### src/rtl/tm1637_frame_ctrl_if.sv
// Operation handshake between the TM1637 frame controller and the DIO-mode
// byte transmitter. The controller is the master: it presents an operation
// with a one-cycle request, and the transmitter answers with busy/done/nack.
interface tm1637_frame_ctrl_if;
   logic [1:0] eng_op;
   logic [7:0] eng_data;
   logic       eng_req;
   logic       eng_busy;
   logic       eng_done;
   logic       eng_nack;

   modport master (
      output eng_op,
      output eng_data,
      output eng_req,
      input  eng_busy,
      input  eng_done,
      input  eng_nack
   );

   modport slave (
      input  eng_op,
      input  eng_data,
      input  eng_req,
      output eng_busy,
      output eng_done,
      output eng_nack
   );
endinterface

### src/rtl/tm1637_frame_ctrl.sv
// TM1637 frame controller: latches a display image on request, encodes the
// hex digits to 7-segment bytes and walks the transmitter through one full
// refresh (data command, addressed segment write, display control). A NACK
// or a stalled operation aborts the frame with a STOP and retries it from
// the beginning until the retry budget is spent.
module tm1637_frame_ctrl #(
   parameter int unsigned MAX_RETRY      = 2,
   parameter int unsigned TIMEOUT_CYCLES = 1023
) (
   input  logic                       clk,
   input  logic                       rst,
   input  logic                       update,
   input  logic [15:0]                digits,
   input  logic [3:0]                 dp,
   input  logic [3:0]                 blank,
   input  logic [2:0]                 brightness,
   input  logic                       display_on,
   tm1637_frame_ctrl_if.master        eng,
   output logic                       busy,
   output logic                       done,
   output logic                       err,
   output logic [2:0]                 retries
);

   localparam logic [1:0] OP_START = 2'b00;
   localparam logic [1:0] OP_BYTE  = 2'b01;
   localparam logic [1:0] OP_STOP  = 2'b10;

   localparam logic [2:0] RETRY_LIMIT = 3'(MAX_RETRY);
   // The counter is cleared on issue, so the last legal value is one short
   // of the limit; the next idle WAIT cycle is the fault.
   localparam logic [9:0] TMO_LAST    = 10'(TIMEOUT_CYCLES - 1);
   localparam logic [3:0] LAST_STEP   = 4'd12;

   typedef enum logic [2:0] {
      ST_IDLE        = 3'd0,
      ST_ISSUE       = 3'd1,
      ST_WAIT        = 3'd2,
      ST_ABORT_ISSUE = 3'd3,
      ST_ABORT_WAIT  = 3'd4,
      ST_FINISH      = 3'd5
   } state_t;

   state_t      state_q, state_d;
   logic [3:0]  step_q, step_d;
   logic [2:0]  retry_q, retry_d;
   logic [9:0]  tmo_q, tmo_d;

   logic        pending_q, pending_d;
   logic [15:0] pend_digits_q, pend_digits_d;
   logic [3:0]  pend_dp_q, pend_dp_d;
   logic [3:0]  pend_blank_q, pend_blank_d;
   logic [2:0]  pend_bri_q, pend_bri_d;
   logic        pend_on_q, pend_on_d;

   logic [15:0] lat_digits_q, lat_digits_d;
   logic [3:0]  lat_dp_q, lat_dp_d;
   logic [3:0]  lat_blank_q, lat_blank_d;
   logic [2:0]  lat_bri_q, lat_bri_d;
   logic        lat_on_q, lat_on_d;

   logic [1:0]  eng_op_q, eng_op_d;
   logic [7:0]  eng_data_q, eng_data_d;
   logic        eng_req_q, eng_req_d;
   logic        busy_q, busy_d;
   logic        done_q, done_d;
   logic        err_q, err_d;
   logic [2:0]  retries_q, retries_d;

   logic [7:0]  seg_s [4];
   logic [7:0]  ctrl_s;
   logic [1:0]  step_op_s;
   logic [7:0]  step_data_s;

   // Hex digit to segments a..g (bit0 = a, bit6 = g).
   function automatic logic [6:0] hex_to_seg(input logic [3:0] d);
      logic [6:0] code;
      case (d)
         4'h0:    code = 7'h3F;
         4'h1:    code = 7'h06;
         4'h2:    code = 7'h5B;
         4'h3:    code = 7'h4F;
         4'h4:    code = 7'h66;
         4'h5:    code = 7'h6D;
         4'h6:    code = 7'h7D;
         4'h7:    code = 7'h07;
         4'h8:    code = 7'h7F;
         4'h9:    code = 7'h6F;
         4'hA:    code = 7'h77;
         4'hB:    code = 7'h7C;
         4'hC:    code = 7'h39;
         4'hD:    code = 7'h5E;
         4'hE:    code = 7'h79;
         4'hF:    code = 7'h71;
         default: code = 7'h00;
      endcase
      return code;
   endfunction

   // Operation type of each frame step: three START..STOP transactions.
   function automatic logic [1:0] op_of_step(input logic [3:0] s);
      logic [1:0] op;
      case (s)
         4'd0, 4'd3, 4'd10: op = OP_START;
         4'd2, 4'd9, 4'd12: op = OP_STOP;
         default:           op = OP_BYTE;
      endcase
      return op;
   endfunction

   // Segment bytes and display-control byte from the latched image.
   always_comb begin
      for (int i = 0; i < 4; i++) begin
         if (lat_blank_q[i]) begin
            seg_s[i] = 8'h00;
         end else begin
            seg_s[i] = {lat_dp_q[i], hex_to_seg(lat_digits_q[4*i +: 4])};
         end
      end
      if (lat_on_q) begin
         ctrl_s = {5'b10001, lat_bri_q};
      end else begin
         ctrl_s = 8'h80;
      end
   end

   // Operation and payload for the current step (payload is zero for START/STOP).
   always_comb begin
      step_op_s = op_of_step(step_q);
      case (step_q)
         4'd1:    step_data_s = 8'h40;
         4'd4:    step_data_s = 8'hC0;
         4'd5:    step_data_s = seg_s[0];
         4'd6:    step_data_s = seg_s[1];
         4'd7:    step_data_s = seg_s[2];
         4'd8:    step_data_s = seg_s[3];
         4'd11:   step_data_s = ctrl_s;
         default: step_data_s = 8'h00;
      endcase
   end

   // Frame sequencer: next state, step/retry/timeout bookkeeping and outputs.
   always_comb begin
      state_d       = state_q;
      step_d        = step_q;
      retry_d       = retry_q;
      tmo_d         = tmo_q;
      pending_d     = pending_q;
      pend_digits_d = pend_digits_q;
      pend_dp_d     = pend_dp_q;
      pend_blank_d  = pend_blank_q;
      pend_bri_d    = pend_bri_q;
      pend_on_d     = pend_on_q;
      lat_digits_d  = lat_digits_q;
      lat_dp_d      = lat_dp_q;
      lat_blank_d   = lat_blank_q;
      lat_bri_d     = lat_bri_q;
      lat_on_d      = lat_on_q;
      eng_op_d      = eng_op_q;
      eng_data_d    = eng_data_q;
      eng_req_d     = 1'b0;
      busy_d        = busy_q;
      done_d        = 1'b0;
      err_d         = err_q;
      retries_d     = retries_q;

      // A request that arrives while a frame is running (including its
      // FINISH cycle) is parked in the shadow registers; newest wins.
      if (update && (state_q != ST_IDLE)) begin
         pending_d     = 1'b1;
         pend_digits_d = digits;
         pend_dp_d     = dp;
         pend_blank_d  = blank;
         pend_bri_d    = brightness;
         pend_on_d     = display_on;
      end else begin
         pending_d     = pending_q;
      end

      case (state_q)
         ST_IDLE: begin
            if (update || pending_q) begin
               if (update) begin
                  lat_digits_d = digits;
                  lat_dp_d     = dp;
                  lat_blank_d  = blank;
                  lat_bri_d    = brightness;
                  lat_on_d     = display_on;
               end else begin
                  lat_digits_d = pend_digits_q;
                  lat_dp_d     = pend_dp_q;
                  lat_blank_d  = pend_blank_q;
                  lat_bri_d    = pend_bri_q;
                  lat_on_d     = pend_on_q;
               end
               pending_d = 1'b0;
               err_d     = 1'b0;
               retry_d   = 3'd0;
               busy_d    = 1'b1;
               step_d    = 4'd0;
               state_d   = ST_ISSUE;
            end else begin
               state_d   = ST_IDLE;
            end
         end

         ST_ISSUE: begin
            if (!eng.eng_busy) begin
               eng_req_d  = 1'b1;
               eng_op_d   = step_op_s;
               eng_data_d = step_data_s;
               tmo_d      = 10'd0;
               state_d    = ST_WAIT;
            end else begin
               state_d    = ST_ISSUE;
            end
         end

         ST_WAIT: begin
            if (eng.eng_done) begin
               if ((eng_op_q == OP_BYTE) && eng.eng_nack) begin
                  if (retry_q < RETRY_LIMIT) begin
                     retry_d = retry_q + 3'd1;
                  end else begin
                     err_d   = 1'b1;
                  end
                  state_d = ST_ABORT_ISSUE;
               end else if (step_q == LAST_STEP) begin
                  state_d = ST_FINISH;
               end else begin
                  step_d  = step_q + 4'd1;
                  state_d = ST_ISSUE;
               end
            end else if (tmo_q == TMO_LAST) begin
               if (retry_q < RETRY_LIMIT) begin
                  retry_d = retry_q + 3'd1;
               end else begin
                  err_d   = 1'b1;
               end
               state_d = ST_ABORT_ISSUE;
            end else begin
               tmo_d   = tmo_q + 10'd1;
            end
         end

         ST_ABORT_ISSUE: begin
            if (!eng.eng_busy) begin
               eng_req_d  = 1'b1;
               eng_op_d   = OP_STOP;
               eng_data_d = 8'h00;
               tmo_d      = 10'd0;
               state_d    = ST_ABORT_WAIT;
            end else begin
               state_d    = ST_ABORT_ISSUE;
            end
         end

         ST_ABORT_WAIT: begin
            // Whatever the abort STOP reports, the frame moves on.
            if (eng.eng_done || (tmo_q == TMO_LAST)) begin
               if (err_q) begin
                  state_d = ST_FINISH;
               end else begin
                  step_d  = 4'd0;
                  state_d = ST_ISSUE;
               end
            end else begin
               tmo_d = tmo_q + 10'd1;
            end
         end

         ST_FINISH: begin
            done_d    = 1'b1;
            busy_d    = 1'b0;
            retries_d = retry_q;
            state_d   = ST_IDLE;
         end

         default: begin
            state_d = ST_IDLE;
            busy_d  = 1'b0;
         end
      endcase
   end

   // State and output registers with synchronous reset; reset abandons any frame.
   always_ff @(posedge clk) begin
      if (rst) begin
         state_q       <= ST_IDLE;
         step_q        <= 4'd0;
         retry_q       <= 3'd0;
         tmo_q         <= 10'd0;
         pending_q     <= 1'b0;
         pend_digits_q <= 16'h0000;
         pend_dp_q     <= 4'h0;
         pend_blank_q  <= 4'h0;
         pend_bri_q    <= 3'd0;
         pend_on_q     <= 1'b0;
         lat_digits_q  <= 16'h0000;
         lat_dp_q      <= 4'h0;
         lat_blank_q   <= 4'h0;
         lat_bri_q     <= 3'd0;
         lat_on_q      <= 1'b0;
         eng_op_q      <= 2'b00;
         eng_data_q    <= 8'h00;
         eng_req_q     <= 1'b0;
         busy_q        <= 1'b0;
         done_q        <= 1'b0;
         err_q         <= 1'b0;
         retries_q     <= 3'd0;
      end else begin
         state_q       <= state_d;
         step_q        <= step_d;
         retry_q       <= retry_d;
         tmo_q         <= tmo_d;
         pending_q     <= pending_d;
         pend_digits_q <= pend_digits_d;
         pend_dp_q     <= pend_dp_d;
         pend_blank_q  <= pend_blank_d;
         pend_bri_q    <= pend_bri_d;
         pend_on_q     <= pend_on_d;
         lat_digits_q  <= lat_digits_d;
         lat_dp_q      <= lat_dp_d;
         lat_blank_q   <= lat_blank_d;
         lat_bri_q     <= lat_bri_d;
         lat_on_q      <= lat_on_d;
         eng_op_q      <= eng_op_d;
         eng_data_q    <= eng_data_d;
         eng_req_q     <= eng_req_d;
         busy_q        <= busy_d;
         done_q        <= done_d;
         err_q         <= err_d;
         retries_q     <= retries_d;
      end
   end

   assign eng.eng_op   = eng_op_q;
   assign eng.eng_data = eng_data_q;
   assign eng.eng_req  = eng_req_q;
   assign busy         = busy_q;
   assign done         = done_q;
   assign err          = err_q;
   assign retries      = retries_q;

endmodule
### src/flat_wrapper.sv
// flat-port wrapper written by rule: the top's interface ports become plain ports
module tm1637_frame_ctrl_flat 
#(
   parameter int unsigned MAX_RETRY      = 2,
   parameter int unsigned TIMEOUT_CYCLES = 1023
)
  (clk, rst, update, digits, dp, blank, brightness, display_on, busy, done, err, retries, eng_eng_op, eng_eng_data, eng_eng_req, eng_eng_busy, eng_eng_done, eng_eng_nack);
  tm1637_frame_ctrl_if eng_i ();
  input  logic clk;
  input  logic rst;
  input  logic update;
  input  logic [15:0] digits;
  input  logic [3:0] dp;
  input  logic [3:0] blank;
  input  logic [2:0] brightness;
  input  logic display_on;
  output logic busy;
  output logic done;
  output logic err;
  output logic [2:0] retries;
  output wire logic [$bits(eng_i.eng_op)-1:0] eng_eng_op;
  output wire logic [$bits(eng_i.eng_data)-1:0] eng_eng_data;
  output wire logic [$bits(eng_i.eng_req)-1:0] eng_eng_req;
  input wire logic [$bits(eng_i.eng_busy)-1:0] eng_eng_busy;
  input wire logic [$bits(eng_i.eng_done)-1:0] eng_eng_done;
  input wire logic [$bits(eng_i.eng_nack)-1:0] eng_eng_nack;
  assign eng_eng_op = eng_i.eng_op;
  assign eng_eng_data = eng_i.eng_data;
  assign eng_eng_req = eng_i.eng_req;
  assign eng_i.eng_busy = eng_eng_busy;
  assign eng_i.eng_done = eng_eng_done;
  assign eng_i.eng_nack = eng_eng_nack;
  tm1637_frame_ctrl #(.MAX_RETRY(MAX_RETRY), .TIMEOUT_CYCLES(TIMEOUT_CYCLES)) u_core (.clk(clk), .rst(rst), .update(update), .digits(digits), .dp(dp), .blank(blank), .brightness(brightness), .display_on(display_on), .eng(eng_i), .busy(busy), .done(done), .err(err), .retries(retries));
endmodule
### config.mk
export PLATFORM = sky130hd
export DESIGN_NAME = tm1637_frame_ctrl_flat
export DESIGN_NICKNAME = d
export VERILOG_FILES = /design/src/rtl/tm1637_frame_ctrl_if.sv /design/src/rtl/tm1637_frame_ctrl.sv /design/src/flat_wrapper.sv
export SDC_FILE = /design/constraint.sdc
export NUM_CORES = 1
export LEC_CHECK = 0
export ABC_AREA = 1
export CAP_MARGIN = 20
export CORE_ASPECT_RATIO = 0.8
export CORE_MARGIN = 8
export CORE_UTILIZATION = 39
export DETAILED_ROUTE_END_ITERATION = 16
export PLACE_DENSITY = 0.66
export SYNTH_ARGS = -nofsm -noshare
export SYNTH_HDL_FRONTEND = slang
export SYNTH_SLANG_ARGS = --single-unit
### constraint.sdc
create_clock -name clk -period 2.35 [get_ports clk]
set_clock_uncertainty 0.15 [all_clocks]
set_input_delay 0.3525 -clock clk [delete_from_list [all_inputs] [get_ports clk]]
set_output_delay 0.3525 -clock clk [all_outputs]
set_load 0.01 [all_outputs]
==> Word level (Yosys, flattened, before mapping) <==
Memory sizes are Yosys's and may differ from the RTL's. A register that Yosys moved wholly into a read port is not among the register bits.
Cells that the tools add are included.
{ "word_totals": {"mem_count": 4, "input_bits": 34, "regBits": 94, "elab_cells": 155, "romBits": 448} }
{ "op_classes": {"n_lt_le_gt_ge": 1, "bitwise_logic": 2, "add_sub_neg": 3, "mux": 67, "reduce_logical": 23, "eq_ne": 33} }
{ "mem_list": {"columns": ["name", "depth", "word_bits", "read_ports", "rd_clocked_by_memory_dff", "write_ports", "line_no", "rtl"], "rows": [
  ["(no name shown)", 16, 7, 1, 1, 0, "tm1637_frame_ctrl.sv:78", "case (d)"],
  ["(no name shown)", 16, 7, 1, 1, 0, "tm1637_frame_ctrl.sv:78", null],
  ["(no name shown)", 16, 7, 1, 1, 0, "tm1637_frame_ctrl.sv:78", null],
  ["(no name shown)", 16, 7, 1, 1, 0, "tm1637_frame_ctrl.sv:78", null]
]} }
{ "ops": {"columns": ["op", "count"], "rows": [
  ["$mux W4", 17],
  ["$pmux W8 S7", 1],
  ["$mux W8", 6],
  ["$mux W10", 4],
  ["$mux W3", 13],
  ["$pmux W10 S3", 1],
  ["$eq A4 B4 Y1 const B", 5],
  ["$ne A2 B2 Y1 const B", 10],
  ["$eq A4 B3 Y1 const B", 4],
  ["$mux W16", 1],
  ["$pmux W8 S2", 1],
  ["$pmux W3 S5", 1],
  ["$mux W1", 13],
  ["$pmux W4 S3", 1],
  ["$add A10 B1 Y10 const B", 1],
  ["$eq A10 B10 Y1 const B", 1],
  ["$reduce_bool A3 Y1", 3],
  ["$eq A4 B2 Y1 const B", 2],
  ["$pmux W2 S2", 2],
  ["$reduce_and A7 Y1", 1],
  ["$eq A3 B2 Y1 const B", 2],
  ["$eq A3 B3 Y1 const B", 2],
  ["$mux W2", 3],
  ["$ne A3 B2 Y1 const B", 2],
  ["22 further kinds", 32]
]} }

==> Logic depth before layout (Yosys ltp) <==
{ "depth": {"ltp_word": 5, "mapped_depth": 14, "depth_no_buf": 12} }

==> Worst setup path after synthesis <==
Ideal clock, no wire load.
{ "synth_path": {"path_type": "input to register", "start": "in update", "end": "reg with a tool-made name", "required_ns": 2.088, "cell_stages": 14, "setup_ns": 0.112, "arrival_time_ns": 1.696, "setup_slack_ns": 0.392, "n_path_buf": 2, "cell_sequence": "buf_4 > inv_2 > nand2_1 > nand3_4 > buf_8 > nand2_2 > nand3_2 > inv_1 > ha_1 > inv_1 > o21ai_2 > clkinv_1 > nand2_1 > nand2_1"} }
{ "synth_lines": {"columns": ["element", "line_no", "rtl"], "rows": [
  ["start, declared", "flat_wrapper.sv:11", "input logic update;"]
]} }

==> reports/qor.csv <==
metric;value;unit
status;finished, final reports clean;
f_max;477.0;MHz
top-count cell post-synth;nand2_1;
Synth Area in Simple Gates;34.39;%
final max-slew violation count;0;
DR vias;6060;
antenna-violating nets left;0;
Post-CTS Setup Bufs;0;
Residual DRC;0;
WS Path Type;in -> reg;
Yosys cell types;37;
mux share of post-synthesis cell area;0;%
Tmin final;2.096;ns
post-synth net total;1013;
row count;42;
maxcap violations;0;
clk buf depth;2;
cell area after layout;8188;sq um
grt met2 use;24.16;%
measured slew at the worst slew-check pin;0.3903;ns
CP max FO;14;
area delta synth->final;23.92;%
VDD IR max;0.4282;mV
overflow left after global routing;0;
Synth top area share;36.96;%
Antenna diodes;0;
DP Area;7592;sq um
first drt pass iteration count;4;
most frequent CP cell;nand2_1;
Detailed Place HPWL;12450;microns
Core Region;16550;sq um
leakage;0.003723;uW
Synth Area in XOR/XNOR;0.2651;%
largest area contributor in the netlist;dfxtp_1;
Critical Path Max Stage Delay;0.55;ns
CP cell instances;clkdlybuf4s50_1 > inv_2 > buf_4 > o21ai_0 > nand2_1 > nand3_2 > inv_1 > ha_1 > nand2_2 > nand3_1 > nand2_1;
GRT Util Overall;16.01;%
Die H;132.4;microns
hold slack;0.2912;ns
clk slew on worst S/H paths;0.05;ns
EDFF count, synth;0;
Synth Area in Adders;6.628;%
Syn Inst Count;944;
Worst Path Arrival;2.30;ns
layer with the highest usage;met2;
GRT met3 Usage;3.658;%
die width;161.5;microns
port bufs;50;
CTS tree;yes;
vias in the first global route;5582;
share of layout cells above drive strength 1;14.29;%
total power;6679;uW
number of CTS-inserted buffers;17;
Critical Path End Type;register;
Max H-tree Level;4;
Initial Util;39.92;%
Critical Path Start Type;input pin;
RSZ-0062 raised after global routing;false;
met1 Usage GRT;21.89;%
total die area;21390;sq um
syn_area_per_cell;7.000;sq um
FF+latch count, synth;122;
DRT iter0 DRCs;405;
gp weighted congestion;0.8434;
initial antenna violation count;0;
hold crit path type;reg -> reg;
# hold bufs at CTS;0;
first-pass GRT wire length;28020;microns
required time worst endpoint;2.56;ns
Vias/cell;4.825;
complex-gate fraction of the synthesized area;12.19;%
Routed Wire Length;16550;microns
final setup vio count;0;
sequential area share after synthesis;36.96;%
largest net degree at the start of global routing;39;
worst skew pair latency;0.42;ns
FFs w/ async S/R, synth;0;%
Ports;51;
ranking of synthesized cells by area;dfxtp_1 (37%), nand2_1 (14%), ha_1 (6.6%);
WL/cell;13.18;microns
Tcrit/Tclk final;89.21;%
post_cts resized;0;
Ys Warns;0;
Root Driver;clkbuf_16;
main combinational cell family by area after synthesis;simple AND/OR/NAND/NOR gates;
Worst slew margin;73.95;%
CTS sink count;122;
Final Hold Fails;0;
Setup TNS Final;0;ns
pwr dens;815.7;nW/um^2
Final nets;1095;
Synth Flop Type;dfxtp_1;
Post-synth top cells;nand2_1 (249), dfxtp_1 (122), inv_1 (107), nor2_1 (92), nand3_1 (68);
worst-path cell with the longest stage delay;clkdlybuf4s50_1;
Post-Syn Area;6608;sq um
[path summary, 6_finish.rpt]
path | start | slack (ns) | to | cells past startpoint
hold / removal | u_core.retries[1] | 0.29 | u_core.retries[1] | 2
setup / recovery | update | 0.25 | register | 11
setup reg to reg | u_core.state_q[2] | 0.29 | register | 11
hold reg to reg | u_core.retries[1] | 0.29 | u_core.retries[1] | 2
[layout by cell type, fill, tap and decap left out, types with 3 or more instances in the layout]
| cell type | instances |
|---|---|
| buf_4 | 37 |
| clkbuf_16 | 17 |
| nor2_2 | 10 |
| nand2_2 | 21 |
| bufinv_16 | 4 |
| inv_2 | 12 |
| o21ai_0 | 66 |
| clkdlybuf4s50_1 | 50 |
| clkinv_2 | 4 |
| nand3_4 | 7 |
| inv_1 | 107 |
| nand3_1 | 68 |
| nand4_1 | 6 |
| nand3_2 | 8 |
| dfxtp_1 | 122 |
| a31oi_1 | 9 |
| nor2_1 | 92 |
| nand2_1 | 249 |
| buf_12 | 5 |
| ha_1 | 35 |
| a211oi_1 | 4 |
| nor2_4 | 10 |
| nor3_1 | 3 |
| a21oi_1 | 61 |
| o21ai_1 | 6 |
[through the flow]
stage / std cells / util, % / setup slack [ns]
final: 1256 / 49.46 / 0.2536
after global routing: 1256 / 49.46 / 0.05431
after CTS: 1256 / 49.46 / 0.2626
after detailed placement: 1227 / 45.87 / -0.1093
after global placement: 1227 / 45.87 / -0.08883
after floorplan: 944 / - / 0.3920
[cell families (layout without fill, tap and decap cells)]
kind of cell	count (synthesis)	count (layout)
AOI/OAI and AO/OA	152	152
xor gates and xnor gates	2	2
adders and majority gates	35	35
buffers and inverters	151	243
DFF	122	122
and+or+nand+nor	482	482
[power by group]
group / switching [uW] / total [uW] / internal (uW) / leakage [uW]
Sequential: 148 / 2510 / 2360 / 0.00100
Combinational: 926 / 1510 / 588 / 0.00242
Clock: 882 / 2660 / 1770 / 0.000295
[final cells by class]
cell class | count | area (sq um)
multi-input cells | 671 | 3533
fillers | 1623 | 8366
clock inverters | 9 | 148.9
clock buffers | 20 | 446.7
inverters | 122 | 462.9
well taps | 220 | 275.3
flip-flops and latches | 122 | 2442
repair buffers | 92 | 878.3
[worst max-delay path: cells and delay by family]
family,cells,cell delay (ns)
compound gates,1,0.25
fa+ha+maj,1,0.23
buf+inv,4,0.92
simple gates,5,0.55
[routing by layer]
| layer | vias up | share of wire (%) |
|---|---|---|
| li1 | 3173 | - |
| met1 | 2726 | 51 |
| met2 | 134 | 42 |
| met3 | 27 | 5.5 |
| met4 | 0 | 2.0 |
| met5 | - | 0 |
Power figures use the tool's default switching activity.
